===== config.mk =====
export PLATFORM = sky130hd
export DESIGN_NAME = l2_thr_ctrl
export DESIGN_NICKNAME = d
export VERILOG_FILES = /design/src/rtl/l2_thr_ctrl.sv
export SDC_FILE = /design/constraint.sdc
export NUM_CORES = 1
export LEC_CHECK = 0
export CORE_ASPECT_RATIO = 0.75
export CORE_MARGIN = 2
export CORE_UTILIZATION = 35
export DETAILED_ROUTE_END_ITERATION = 6
export GPL_ROUTABILITY_DRIVEN = 0
export SETUP_SLACK_MARGIN = 0.05
export SYNTH_ARGS = -nofsm -noshare
export SYNTH_HDL_FRONTEND = slang
export SYNTH_SLANG_ARGS = --single-unit
export TNS_END_PERCENT = 20

===== constraint.sdc =====
create_clock -name i_clk -period 16.2 [get_ports i_clk]
set_clock_uncertainty 0.15 [all_clocks]
set_input_delay 3.24 -clock i_clk [delete_from_list [all_inputs] [get_ports i_clk]]
set_output_delay 3.24 -clock i_clk [all_outputs]
set_load 0.1 [all_outputs]

===== src/rtl/l2_thr_ctrl.sv =====
// l2_thr_ctrl: threshold-adaptation controller for the 10-neuron L2 layer.
// Ports: i_clk/i_rst (sync, active-high); i_enable, i_label, i_spike, i_sv in;
//        i_wr_en/i_wr_addr/i_wr_data host write; o_threshold packed thresholds;
//        o_busy/o_reward/o_punish status; o_winner last rewarded neuron.
// Optional macro THR_LEAK_EN: periodic +1 leak of thresholds below P_THR_INIT.
module l2_thr_ctrl #(
  parameter int P_N           = 10,
  parameter int P_THR_WIDTH   = 20,
  parameter int P_ETA         = 4,
  parameter int P_DEC         = 8,
  parameter int P_THR_MIN     = 16,
  parameter int P_THR_INIT    = 1024,
  parameter int P_WIN         = 16,
  parameter int P_LEAK_PERIOD = 256
) (
  input  logic                       i_clk,
  input  logic                       i_rst,
  input  logic                       i_enable,
  input  logic                       i_label,
  input  logic [P_N:1]               i_spike,
  input  logic [P_N*P_THR_WIDTH-1:0] i_sv,
  input  logic                       i_wr_en,
  input  logic [3:0]                 i_wr_addr,
  input  logic [P_THR_WIDTH-1:0]     i_wr_data,
  output logic [P_N*P_THR_WIDTH-1:0] o_threshold,
  output logic                       o_busy,
  output logic                       o_reward,
  output logic                       o_punish,
  output logic [3:0]                 o_winner
);

  localparam int W  = P_THR_WIDTH;
  localparam int CW = $clog2(P_WIN);

  localparam logic [W-1:0]  THR_MIN  = W'(P_THR_MIN);
  localparam logic [W-1:0]  THR_INIT = W'(P_THR_INIT);
  localparam logic [W-1:0]  DEC_V    = W'(P_DEC);
  localparam logic [CW-1:0] WIN_LAST = CW'(P_WIN - 1);
  localparam logic [3:0]    N_IDX    = 4'(P_N);

  typedef enum logic [1:0] {IDLE, WAIT, REWARD, PUNISH} state_t;

  state_t        state, nxt;
  logic [CW-1:0] cnt;
  logic [3:0]    pidx;
  logic [3:0]    win_idx;
  logic [W-1:0]  win_sv;
  logic [W-1:0]  thr [1:P_N];

  logic          latch_win, cnt_clr, cnt_inc;
  logic          spike_any;
  logic [3:0]    spk_idx;
  logic [W-1:0]  spk_sv;
  logic          wr_ok;

  assign spike_any = |i_spike;
  assign wr_ok     = (state == IDLE) && i_wr_en && (i_wr_addr != 4'd0) && (i_wr_addr <= N_IDX);

  // Lowest set bit wins: scan from the top so the lowest index is written last.
  always_comb begin
    spk_idx = 4'd0;
    spk_sv  = '0;
    for (int i = P_N; i >= 1; i--) begin
      if (i_spike[i]) begin
        spk_idx = 4'(i);
        spk_sv  = i_sv[(i-1)*W +: W];
      end
    end
  end

  // Next-state and control decode
  always_comb begin
    nxt       = state;
    latch_win = 1'b0;
    cnt_clr   = 1'b0;
    cnt_inc   = 1'b0;
    case (state)
      IDLE: begin
        if (i_label && i_enable) begin
          if (spike_any) begin
            latch_win = 1'b1;
            nxt       = REWARD;
          end else begin
            cnt_clr = 1'b1;
            nxt     = WAIT;
          end
        end
      end
      WAIT: begin
        if (!i_enable) begin
          nxt = IDLE;
        end else if (spike_any) begin
          latch_win = 1'b1;
          nxt       = REWARD;
        end else if (i_label) begin
          cnt_clr = 1'b1;
        end else if (cnt == WIN_LAST) begin
          nxt = PUNISH;
        end else begin
          cnt_inc = 1'b1;
        end
      end
      REWARD: nxt = IDLE;
      PUNISH: if (pidx == N_IDX) nxt = IDLE;
      default: nxt = IDLE;
    endcase
  end

  always_ff @(posedge i_clk) begin
    if (i_rst) begin
      state    <= IDLE;
      cnt      <= '0;
      pidx     <= 4'd0;
      win_idx  <= 4'd0;
      win_sv   <= '0;
      o_winner <= 4'd0;
    end else begin
      state <= nxt;
      if (cnt_clr)      cnt <= '0;
      else if (cnt_inc) cnt <= cnt + 1'b1;
      if (latch_win) begin
        win_idx <= spk_idx;
        win_sv  <= spk_sv;
      end
      if (state == WAIT && nxt == PUNISH) pidx <= 4'd1;
      else if (state == PUNISH)           pidx <= pidx + 4'd1;
      if (state == REWARD) o_winner <= win_idx;
    end
  end

  assign o_busy   = (state != IDLE);
  assign o_reward = (state == REWARD);
  assign o_punish = (state == PUNISH);

  // Reward: thr + floor((sv - thr) / 2^ETA), clamped to [THR_MIN, 2^W-1].
  logic [W-1:0]      rew_thr, rew_val, pun_thr, pun_val, wr_val;
  logic signed [W:0]   diff, step;
  logic signed [W+1:0] sum;

  always_comb begin
    rew_thr = thr[win_idx];
    diff    = $signed({1'b0, win_sv}) - $signed({1'b0, rew_thr});
    step    = diff >>> P_ETA;
    sum     = $signed({step[W], step}) + $signed({2'b00, rew_thr});
    if (sum < $signed({2'b00, THR_MIN}))
      rew_val = THR_MIN;
    else if (sum > $signed({2'b00, {W{1'b1}}}))
      rew_val = {W{1'b1}};
    else
      rew_val = sum[W-1:0];

    pun_thr = thr[pidx];
    // Compare before subtracting so the floor also guards against wrap-around.
    if ({1'b0, pun_thr} >= ({1'b0, THR_MIN} + {1'b0, DEC_V}))
      pun_val = pun_thr - DEC_V;
    else
      pun_val = THR_MIN;

    wr_val = (i_wr_data < THR_MIN) ? THR_MIN : i_wr_data;
  end

`ifdef THR_LEAK_EN
  localparam int LW = (P_LEAK_PERIOD > 1) ? $clog2(P_LEAK_PERIOD) : 1;
  localparam logic [LW-1:0] LEAK_LAST = LW'(P_LEAK_PERIOD - 1);
  logic [LW-1:0] leak_cnt;
  logic          leak_wrap;

  assign leak_wrap = (leak_cnt == LEAK_LAST);

  always_ff @(posedge i_clk) begin
    if (i_rst)          leak_cnt <= '0;
    else if (leak_wrap) leak_cnt <= '0;
    else                leak_cnt <= leak_cnt + 1'b1;
  end
`endif

  always_ff @(posedge i_clk) begin
    if (i_rst) begin
      for (int i = 1; i <= P_N; i++) thr[i] <= THR_INIT;
    end else begin
      case (state)
        REWARD: thr[win_idx] <= rew_val;
        PUNISH: thr[pidx]    <= pun_val;
        IDLE: begin
          if (wr_ok) begin
            thr[i_wr_addr] <= wr_val;
          end
`ifdef THR_LEAK_EN
          // A wrap that coincides with a write (or a busy state) skips this period.
          else if (leak_wrap) begin
            for (int i = 1; i <= P_N; i++)
              if (thr[i] < THR_INIT) thr[i] <= thr[i] + 1'b1;
          end
`endif
        end
        default: ;
      endcase
    end
  end

  for (genvar g = 1; g <= P_N; g++) begin : g_pack
    assign o_threshold[(g-1)*W +: W] = thr[g];
  end

endmodule


# ---- Word-level counts from Yosys, hierarchy flattened
# Memory sizes are Yosys's and may differ from the RTL's. A register that Yosys moved wholly into a read port is not among the register bits.
# Index checks and enable logic that the tools add are counted.
dict set report word_totals {
  register_bits 38
  mem_bits_rw 200
  out_inout_bits 207
  elab_cells 111
  mem_count 1
}
dict set report op_classes {
  add_sub_neg 5
  order_cmp 5
  eq_ne 6
  muxes 72
  n_reduce_logical 15
}
# name words word_bits rd rd_clocked_by_memory_dff write_ports line
set mem_list {}
lappend mem_list {thr 10 20 12 1 10 48} ;# logic [W-1:0] thr [1:P_N];
# op count
set op_table {}
lappend op_table {{$mux W20} 17}
lappend op_table {{$mux W4} 15}
lappend op_table {{$reduce_or A20 Y1} 3}
lappend op_table {{$mux W1} 30}
lappend op_table {{$add A17 B21 Y22} 1}
lappend op_table {{$gt A22 B21 Y1 const B} 1}
lappend op_table {{$lt A22 B6 Y1 const B} 1}
lappend op_table {{$sub A20 B20 Y21} 1}
lappend op_table {{$ge A20 B5 Y1 const B} 1}
lappend op_table {{$lt A20 B5 Y1 const B} 1}
lappend op_table {{$sub A20 B4 Y20 const B} 1}
lappend op_table {{$mux W2} 7}
lappend op_table {{$reduce_or A10 Y1} 1}
lappend op_table {{$add A4 B1 Y4 const B} 2}
lappend op_table {{$eq A4 B4 Y1 const B} 2}
lappend op_table {{$pmux W2 S4} 1}
lappend op_table {{$eq A2 B2 Y1 const B} 3}
lappend op_table {{$logic_and A1 B1 Y1} 5}
lappend op_table {{$le A4 B4 Y1 const B} 1}
lappend op_table {{$pmux W1 S2} 2}
lappend op_table {{$reduce_bool A2 Y1} 2}
lappend op_table {{$reduce_bool A4 Y1} 1}
lappend op_table {{$reduce_or A2 Y1} 2}
lappend op_table {{$eq A2 B1 Y1 const B} 1}
lappend op_table {{$logic_not A2 Y1} 1}

# ---- Longest topological paths before layout
# Gate-level depths: netlist of the first run.
dict set report depth {
  word_depth 12
  mapped_depth 31
}

# ---- Worst setup path after synthesis of the first run
# OpenSTA, ideal clock, no wires.
dict set report synth_path {
  path_kind {register to register}
  start {reg (tool-made name)}
  end {mem thr[0][14] (netlist name), data pin}
  t_arrival_ns 7.491
  required_ns 15.782
  setup_slack_ns 8.292
  stages_incl_launch_ff 32
  path_buffers 6
  period_less_slack_ns 7.908
  path_cell_list {dfxtp_1 -> buf_2 -> buf_1 -> buf_1 -> mux4_2 -> mux4_2 -> inv_1 -> ha_1 -> a21o_1 -> a21o_1 -> a221o_1 -> a21oi_2 -> o21ai_0 -> a21o_1 -> a21oi_1 -> o21bai_1 -> a21oi_1 -> xnor2_1 -> ha_1 -> clkbuf_1 -> and4_1 -> a32o_1 -> nor4_1 -> a21oi_1 -> xnor2_1 -> or4_1 -> nor4_1 -> nor4_1 -> buf_2 -> a31oi_1 -> buf_2 -> inv_1}
}
# item line
set synth_rtl {}
lappend synth_rtl {{end, declared} 48}

==> out/metrics.yaml, run 1 <==
setup_path:
  r2r_cells: 27
  path_class: "reg2reg"
  setup.worst_path.start_class: "register"
  crit_path_end: "thr[0][10]$_DFFE_PP_"
  worstPathArrival_ns: 9.74
  critPathBufInv: 4
  rr_endpoint: "thr[0][10]$_DFFE_PP_"
  cp-end-kind: "register"
  slowest_stage: "a31oi_1"
  crit_cells: 27
  max_stage_delay_ns: 0.89
  crit_family: "compound AO/OA/AOI/OAI gates"
  r2r_setup_slack_ns: 6.54
  path_max_fanout: 47
  required_ns: 16.28
cells_and_area:
  n_antenna_cell: 0
  finalNetCount: 2569
  final_area_sq_um: 28900
  drive_above_1_share_pct: 14.7
  area_delta_synth_final_pct: 29.1
  fill_cells: 5765
  multiInputGateArea_sq_um: 10900
  utilization_pct: 45.6
  finalNonFillerCells: 3173
  regArea_sq_um: 10500
timing:
  setup_violations: 0
  fmax_ghz: 0.103
  rsz0062_at_grt: "no"
  post-route-period-util_pct: 59.6
  slew_headroom_pct: 22.6
  fin_crit_ns: 9.66
  worst_slew_pin_slew_ns: 1.16
  slew_violations: 0
  hold_violations: 0
  tns_ns: 0
global_routing:
  grt_max_degree: 57
  grt_overflow_total: 0
  grt_pass1_vias: 18600
  grt_pass1_wl_microns: 130000
  antenna_found_initial: 5
  track_usage_pct: 27.3
clock_tree:
  htreeDepth: 2
  insertion_delay_ns: 0.60
  cts.clk_slew.worst_paths_ns: 0.06
  cts-root-buf: "clkbuf_16"
  post_cts_buffers: 0
  cts_buffers: 40
  clockBufferDepth: 3
  cts_hold_buf: 0
  ctsResizeCount: 0
  cts_tree: "built"
  clkSinkCount: 362
route:
  drtIter0Drc: 2575
  ant_nets: 0
  vias: 19100
  drt-total-wl_microns: 92100
  drc: 0
  dr.pass1.iters: 5
  routedWlPerCell_microns: 29.0
  viasPerCell: 6.02
worst_hold_path:
  worstHoldStart: "o_winner[3]$_SDFFE_PP0P_"
  hp-class: "reg2reg"
synthesis:
  synth_top_area_share_pct: 43.0
  yosysMostFrequentCell: "edfxtp_1"
  synth-seq-cells: 362
  syn_nets: 2209
  synth_area_per_cell_sq_um: 11.6
  ys_top_cells_by_count: "edfxtp_1 (320), nor2_1 (287), mux4_2 (181)"
  ys_async_sr_fraction_pct: 0
  synth_edf_count: 320
  synth_top_cell_by_area: "edfxtp_1"
  ys_warn_count: 0
  yosys_most_used_dff: "edfxtp_1"
  synth_cell_types: 81
  seq_area_frac_synth_pct: 46.7
  synth_area_sq_um: 22400
  synth_cells: 1922
  synth_area_leaders: "edfxtp_1 (43%), mux4_2 (18%), nor2_1 (4.8%)"
pwr:
  leakagePower_nw: 10.1
  pwr_density_cell_nw_per_um2: 113
  irDropWorstVdd_uv: 73.6
floorplanning:
  start_util_pct: 35.3
  io_pins: 446
  core-area_sq_um: 63400
  die_w_microns: 296
  die_y_microns: 223
  dieArea_sq_um: 66000
  std_cell_rows: 80
place:
  portBuffers: 445
  placed_area_sq_um: 27500
  place_hpwl_microns: 63800
  place_inst: 3101
outcome:
  outcome: "completed"
run:
  maxCapViolCount: 0
sequential cells by signal (all words and copies together), names as in the netlist, named ones only:
name	cells
cnt	4
o_winner	4
pidx	4
state	2
thr	320
win_idx	4
win_sv	20
placed cells by master, fill, tap and decap left out, drive strengths merged, types with 23 or more instances in the layout:
cell,instances
a21o,25
a21oi,133
a221oi,49
buf,29
clkbuf,49
clkdlybuf4s50,443
dfxtp,42
edfxtp,320
ha,47
inv,102
mux2i,29
mux4,181
nand2,106
nand3,23
nor2,287
o21ai,111
xnor2,34
tightest hold or removal path: stages, from the launching register on:
cell,delay (ns)
dfxtp_1,0.33
mux2i_1,0.07
nor2_1,0.07
final cells by class:
| class | instances | share of cell area (%) |
|---|---|---|
| flip-flops and latches | 362 | 36.3 |
| clock buffers | 49 | 3.77 |
| multi-input cells | 1305 | 37.9 |
| repair buffers | 472 | 16.1 |
| clock inverters | 23 | 0.893 |
| well taps | 861 | 3.73 |
| inverters | 101 | 1.31 |
logic make-up after synthesis:
group,Yosys count,synth area share (%)
AND/OR/NAND/NOR,538,10.6
AO/OA/AOI/OAI,455,13.5
flip-flops,362,46.7
XOR/XNOR,46,1.80
buffers and inverters,255,4.71
adder cells (fa/ha/maj),48,2.72
multiplexers,218,19.9
power breakdown:
part	total [mW]	switching, mW	internal (mW)	leakage (nW)
sequential	1.16	0.0399	1.12	3.48
combinational	1.15	0.787	0.366	5.94
clock	0.949	0.403	0.546	0.653
metrics by stage:
stage	hold WS [ns]	power, mW	setup slack [ns]
finish	0.367	3.26	6.54
floorplan	0.317	1.98	8.29
global route	0.388	3.38	5.84
CTS	0.371	3.25	6.60
global placement	0.323	2.29	6.76
detailed placement	0.353	2.31	6.68
worst min-delay path by stage:
stage               slack [ns]                       end  depth (start not counted)
floorplan                 0.32  o_winner[3]$_SDFFE_PP0P_                          2
global placement          0.32  o_winner[0]$_SDFFE_PP0P_                          2
detailed placement        0.35  o_winner[0]$_SDFFE_PP0P_                          2
CTS                       0.37  o_winner[2]$_SDFFE_PP0P_                          2
global route              0.39  o_winner[0]$_SDFFE_PP0P_                          2
finish                    0.37  o_winner[3]$_SDFFE_PP0P_                          2
routing by layer:
layer	track usage, %	vias to the layer above	part of all wire, %
met1	37.8	9450	39
met2	41.5	1342	44
met4	8.73	8	3.2
met3	7.79	194	13
li1	-	8121	-
met5	0	-	0.051
Power figures use the tool's default switching activity.
==> inputs of run 2 (changes only) <==
==> constraint.sdc (replaced) <==
create_clock -name i_clk -period 7.9 [get_ports i_clk]
set_clock_uncertainty 0.15 [all_clocks]
set_input_delay 1.58 -clock i_clk [delete_from_list [all_inputs] [get_ports i_clk]]
set_output_delay 1.58 -clock i_clk [all_outputs]
set_load 0.1 [all_outputs]
==> run 2 against run 1 <==
Net effect: final cell count is 2.1% higher; first-iteration DRC count fell by 17%; via count increased by 0.44%.
==> out/metrics.yaml, run 2 (synthesis gave the netlist of run 1 again) <==
cells_and_area:
  largest_register_ffs: 320
  mostFrequentLayoutCell: "clkdlybuf4s50_1"
  top_register: "thr"
  utilization_pct: 46.5
  finalNetCount: 2632
  area_delta_synth_final_pct: 31.6
  finalNonFillerCells: 3239
  top_regs: "thr: 320 flops, win_sv: 20 flops"
  drive_above_1_share_pct: 16.7
  layout_common_cells: "clkdlybuf4s50_1 (444), edfxtp_1 (320), nor2_1 (284), mux4_2 (181), a21oi_1 (130)"
route:
  routedWlPerCell_microns: 28.5
  drc: 0
  viasPerCell: 5.93
  vias: 19200
  drt-total-wl_microns: 92300
  drtIter0Drc: 2130
  dr.pass1.iters: 6
  ant_nets: 0
floorplanning:
  dieArea_sq_um: 66000
  core-area_sq_um: 63400
  io_pins: 446
  start_util_pct: 35.3
  std_cell_rows: 80
  die_w_microns: 296
  die_y_microns: 223
timing:
  rsz0062_at_grt: "no"
  fin_crit_ns: 7.50
  setup_violations: 0
  hold_violations: 0
  worst_slew_pin_slew_ns: 1.12
  post-route-period-util_pct: 95.0
  fmax_ghz: 0.133
  worst_slack_ns: 0.395
  slew_headroom_pct: 25.1
  tns_ns: 0
  slew_violations: 0
outcome:
  outcome: "completed"
setup_path:
  slowest_stage: "mux4_2"
  setup.worst_path.start_class: "register"
  path_max_fanout: 14
  cp-end-kind: "register"
  worstPathArrival_ns: 7.65
  required_ns: 8.05
  crit_family: "compound AO/OA/AOI/OAI gates"
  path_class: "reg2reg"
  r2r_setup_slack_ns: 0.40
  critPathBufInv: 4
  max_stage_delay_ns: 0.58
pwr:
  irDropWorstVdd_uv: 146
  internal_power_mw: 4.33
  total_power_mw: 6.88
  pwr_density_cell_nw_per_um2: 234
  leakagePower_nw: 10.4
  switching_power_mw: 2.54
  p_seq_share_pct: 34.5
  p_sw_share_pct: 37.0
  combinationalPowerShare_pct: 36.8
  p_clk_share_pct: 28.7
clock_tree:
  htreeDepth: 2
  insertion_delay_ns: 0.59
  cts_buffers: 41
  clkSinkCount: 362
  clockBufferDepth: 3
  cts_tree: "built"
  cts-root-buf: "clkbuf_16"
  cts.clk_slew.worst_paths_ns: 0.06
global_routing:
  grt_overflow_total: 0
  grt_pass1_vias: 19100
  grt_pass1_wl_microns: 131000
  antenna_found_initial: 5
  track_usage_pct: 27.4
  grt_max_degree: 52
run:
  maxCapViolCount: 0
place:
  place_inst: 3157
  place_ws_ns: 0.328
  place_hpwl_microns: 66200
  portBuffers: 445
worst_hold_path:
  hp-class: "reg2reg"
-- run 2: stage by stage --
step           hold slack (ns)  cell area, sq um
6_report                 0.361             29400
4_1_cts                  0.371             29400
5_1_grt                  0.403             29400
2_1_floorplan            0.317             22400
3_3_place_gp             0.336             28000
3_5_place_dp             0.356             28000
-- run 2: metal layers --
metal	up-vias	GRT usage (%)	routed length [microns]
li1	8248	-	-
met1	9510	36.7	35800
met2	1239	42.9	41800
met3	193	7.96	11600
met4	10	8.71	3080
met5	-	0	69
-- run 2: what timing repair did --
| action | 4_1_cts | 5_1_grt |
|---|---|---|
| buffers inserted | 0 | 6 |
| setup endpoints to repair | 0 | 320 |
| gates resized for setup | 0 | 7 |
| endpoints found under the hold margin | 0 | 0 |
| hold buffers | 0 | 0 |
-- run 2: worst min-delay path: cells and delay by family (launching register included) --
family / cells / cell delay, ns
muxes: 1 / 0.07
DFF: 1 / 0.33
and+or+nand+nor: 1 / 0.07
-- run 2: final cells by class --
type / count / area [sq um]
Antenna cell: 1 / 2.50
Clock buffer: 50 / 1090
Clock inverter: 25 / 280
Fill cell: 5784 / 33900
Inverter: 101 / 379
Multi-Input combinational cell: 1305 / 10900
Sequential cell: 362 / 10500
Tap cell: 861 / 1080
Timing Repair Buffer: 534 / 5200
-- run 2: power groups by stage --
stage | clock (mW) | sequential, mW | combinational, mW
6_report | 1.97 | 2.37 | 2.53
3_3_place_gp | 0 | 2.41 | 2.42
4_1_cts | 1.99 | 2.37 | 2.48
2_1_floorplan | 0 | 2.71 | 1.35
5_1_grt | 2.06 | 2.38 | 2.70
3_5_place_dp | 0 | 2.41 | 2.46
-- run 2: path summary, 6_finish.rpt --
| check | from | to | cells after the start |
|---|---|---|---|
| hold / removal | o_winner[0]$_SDFFE_PP0P_ | o_winner[0]$_SDFFE_PP0P_ | 2 |
| setup / recovery | register | thr[1][18]$_SDFFCE_PN0P_ | 27 |
| hold reg to reg | o_winner[0]$_SDFFE_PP0P_ | o_winner[0]$_SDFFE_PP0P_ | 2 |
| setup reg to reg | register | thr[1][18]$_SDFFCE_PN0P_ | 27 |
==> inputs of run 3 (changes only) <==
--- a/config.mk
+++ b/config.mk
@@ -10,6 +10,7 @@
 export CORE_UTILIZATION = 35
 export DETAILED_ROUTE_END_ITERATION = 6
 export GPL_ROUTABILITY_DRIVEN = 0
+export RECOVER_POWER = 100
 export SETUP_SLACK_MARGIN = 0.05
 export SYNTH_ARGS = -nofsm -noshare
 export SYNTH_HDL_FRONTEND = slang
==> run 3 against run 2 <==
Net effect: largest power group unchanged; combinational power barely moved; the flow now finishes with violations (capacitance limit, slew limit); global-route usage did not move; via count barely moved; register-to-register slack barely moved.
==> out/metrics.yaml, run 3 (synthesis gave the netlist of run 1 again) <==
cells_and_area:
  top_register: "thr"
  mostFrequentLayoutCell: "edfxtp_1"
  area_delta_synth_final_pct: 31.0
  finalNonFillerCells: 3238
  final_area_sq_um: 29300
  multiInputGateArea_sq_um: 10900
  n_antenna_cell: 0
  top_regs: "thr: 320 flops, win_sv: 20 flops"
  layout_common_cells: "edfxtp_1 (320), nor2_1 (285), clkdlybuf4s50_1 (235), dlygate4sd3_1 (209), mux4_2 (181)"
  largest_register_ffs: 320
  fill_cells: 5810
  drive_above_1_share_pct: 15.9
  finalNetCount: 2632
  regArea_sq_um: 10500
floorplanning:
  start_util_pct: 35.3
  die_y_microns: 223
  die_w_microns: 296
  std_cell_rows: 80
  core-area_sq_um: 63400
  dieArea_sq_um: 66000
  io_pins: 446
setup_path:
  cp_common_cell: "buf_4"
  crit_cells: 26
  max_stage_delay_ns: 0.60
  required_ns: 8.00
  path_class: "reg2reg"
  worstPathArrival_ns: 7.60
  crit_family: "simple AND/OR/NAND/NOR gates"
  setup.worst_path.start_class: "register"
  cp-end-kind: "register"
  critPathBufInv: 5
  slowest_stage: "mux4_2"
  path_max_fanout: 14
  r2r_cells: 26
pwr:
  pwr_density_cell_nw_per_um2: 234
  irDropWorstVdd_uv: 147
  total_power_mw: 6.84
  leakagePower_nw: 10.6
place:
  place_ws_ns: 0.328
  placed_area_sq_um: 28000
  portBuffers: 445
  place_inst: 3157
  place_hpwl_microns: 66200
global_routing:
  antenna_found_initial: 8
  grt_max_degree: 52
  track_usage_pct: 27.4
  grt_pass1_wl_microns: 131000
  grt_pass1_vias: 19100
  grt_overflow_total: 0
clock_tree:
  htreeDepth: 2
  insertion_delay_ns: 0.60
  clkSinkCount: 362
  cts_tree: "built"
  cts-root-buf: "clkbuf_16"
  cts_hold_buf: 0
  cts_buffers: 41
  cts.clk_slew.worst_paths_ns: 0.06
  clockBufferDepth: 3
run:
  maxCapViolCount: 11
timing:
  fmax_ghz: 0.133
  worst_slack_ns: 0.400
  worst_slew_pin_slew_ns: 2.82
  tns_ns: 0
  rsz0062_at_grt: "no"
  slew_headroom_pct: -89.0
  hold_violations: 0
  fin_crit_ns: 7.50
  slew_violations: 252
  post-route-period-util_pct: 94.9
  setup_violations: 0
outcome:
  violations: "capacitance limit, slew limit"
  outcome: "finished with violations"
route:
  drc: 0
  dr.pass1.iters: 5
  drtIter0Drc: 2126
  routedWlPerCell_microns: 28.5
  drt-total-wl_microns: 92300
  ant_nets: 0
  vias: 19200
  viasPerCell: 5.93
worst_hold_path:
  hp-class: "reg2reg"
  hold_depth: 2
-- run 3: changes by cell type in the layout (fill, tap and decap cells not counted), sizes merged --
cell and delta:
clkdlybuf4s50 -209, dlygate4sd3 +209, buf -24, clkbuf +24
diode -1
-- run 3: cell type report --
type	count	share of cell area (%)
clock inverters	25	0.957
well taps	861	3.68
repair buffers	534	17.4
inverters	101	1.29
multi-input cells	1305	37.2
clock buffers	50	3.73
flip-flops and latches	362	35.7
-- run 3: worst register-to-register path, stage by stage (launching register included) --
cell       delay, ns
dfxtp_4         0.44
buf_12          0.20
buf_4           0.30
mux4_2          0.58
mux4_2          0.60
inv_1           0.11
ha_1            0.22
nand3_1         0.09
a21oi_1         0.26
a21oi_1         0.12
nand3_1         0.11
nand4_1         0.11
nand2_1         0.17
xor2_1          0.19
ha_1            0.38
a21o_1          0.27
a2111oi_2       0.38
and3_1          0.32
nor4_1          0.07
or3_1           0.41
or4_1           0.44
nor4_1          0.30
nor4_2          0.12
buf_4           0.18
a221oi_2        0.36
buf_4           0.24
nor2_1          0.06
-- run 3: timing repair --
action                                  in CTS  in global routing
buffers inserted                             0                  6
gates resized for setup                      0                  7
endpoints found under the setup margin       0                320
-- run 3: path summary, 6_finish.rpt --
path / from / to / slack, ns
setup / recovery: register / thr[10][18]$_SDFFCE_PN0P_ / 0.40
hold / removal: o_winner[1]$_SDFFE_PP0P_ / o_winner[1]$_SDFFE_PP0P_ / 0.36
setup reg to reg: register / thr[10][18]$_SDFFCE_PN0P_ / 0.40
hold reg to reg: o_winner[1]$_SDFFE_PP0P_ / o_winner[1]$_SDFFE_PP0P_ / 0.36
-- run 3: stage by stage --
| step | util, % | hold slack, ns |
|---|---|---|
| 2_1_floorplan | - | 0.317 |
| 3_3_place_gp | 44.2 | 0.336 |
| 3_5_place_dp | 44.2 | 0.356 |
| 4_1_cts | 46.3 | 0.371 |
| 5_1_grt | 46.2 | 0.397 |
| 6_report | 46.2 | 0.359 |
-- run 3: routing by layer --
layer	wire length (microns)	track usage, %	up-vias	part of all wire (%)
met1	35200	36.7	9496	38
met3	11900	7.96	196	13
li1	-	-	8247	-
met5	69	0	-	0.075
met2	42000	42.9	1260	45
met4	3040	8.71	10	3.3
-- run 3: where the power goes --
group	internal [mW]	switching, mW	total [mW]
Sequential	2.30	0.0723	2.37
Combinational	0.855	1.64	2.50
Clock	1.15	0.820	1.97
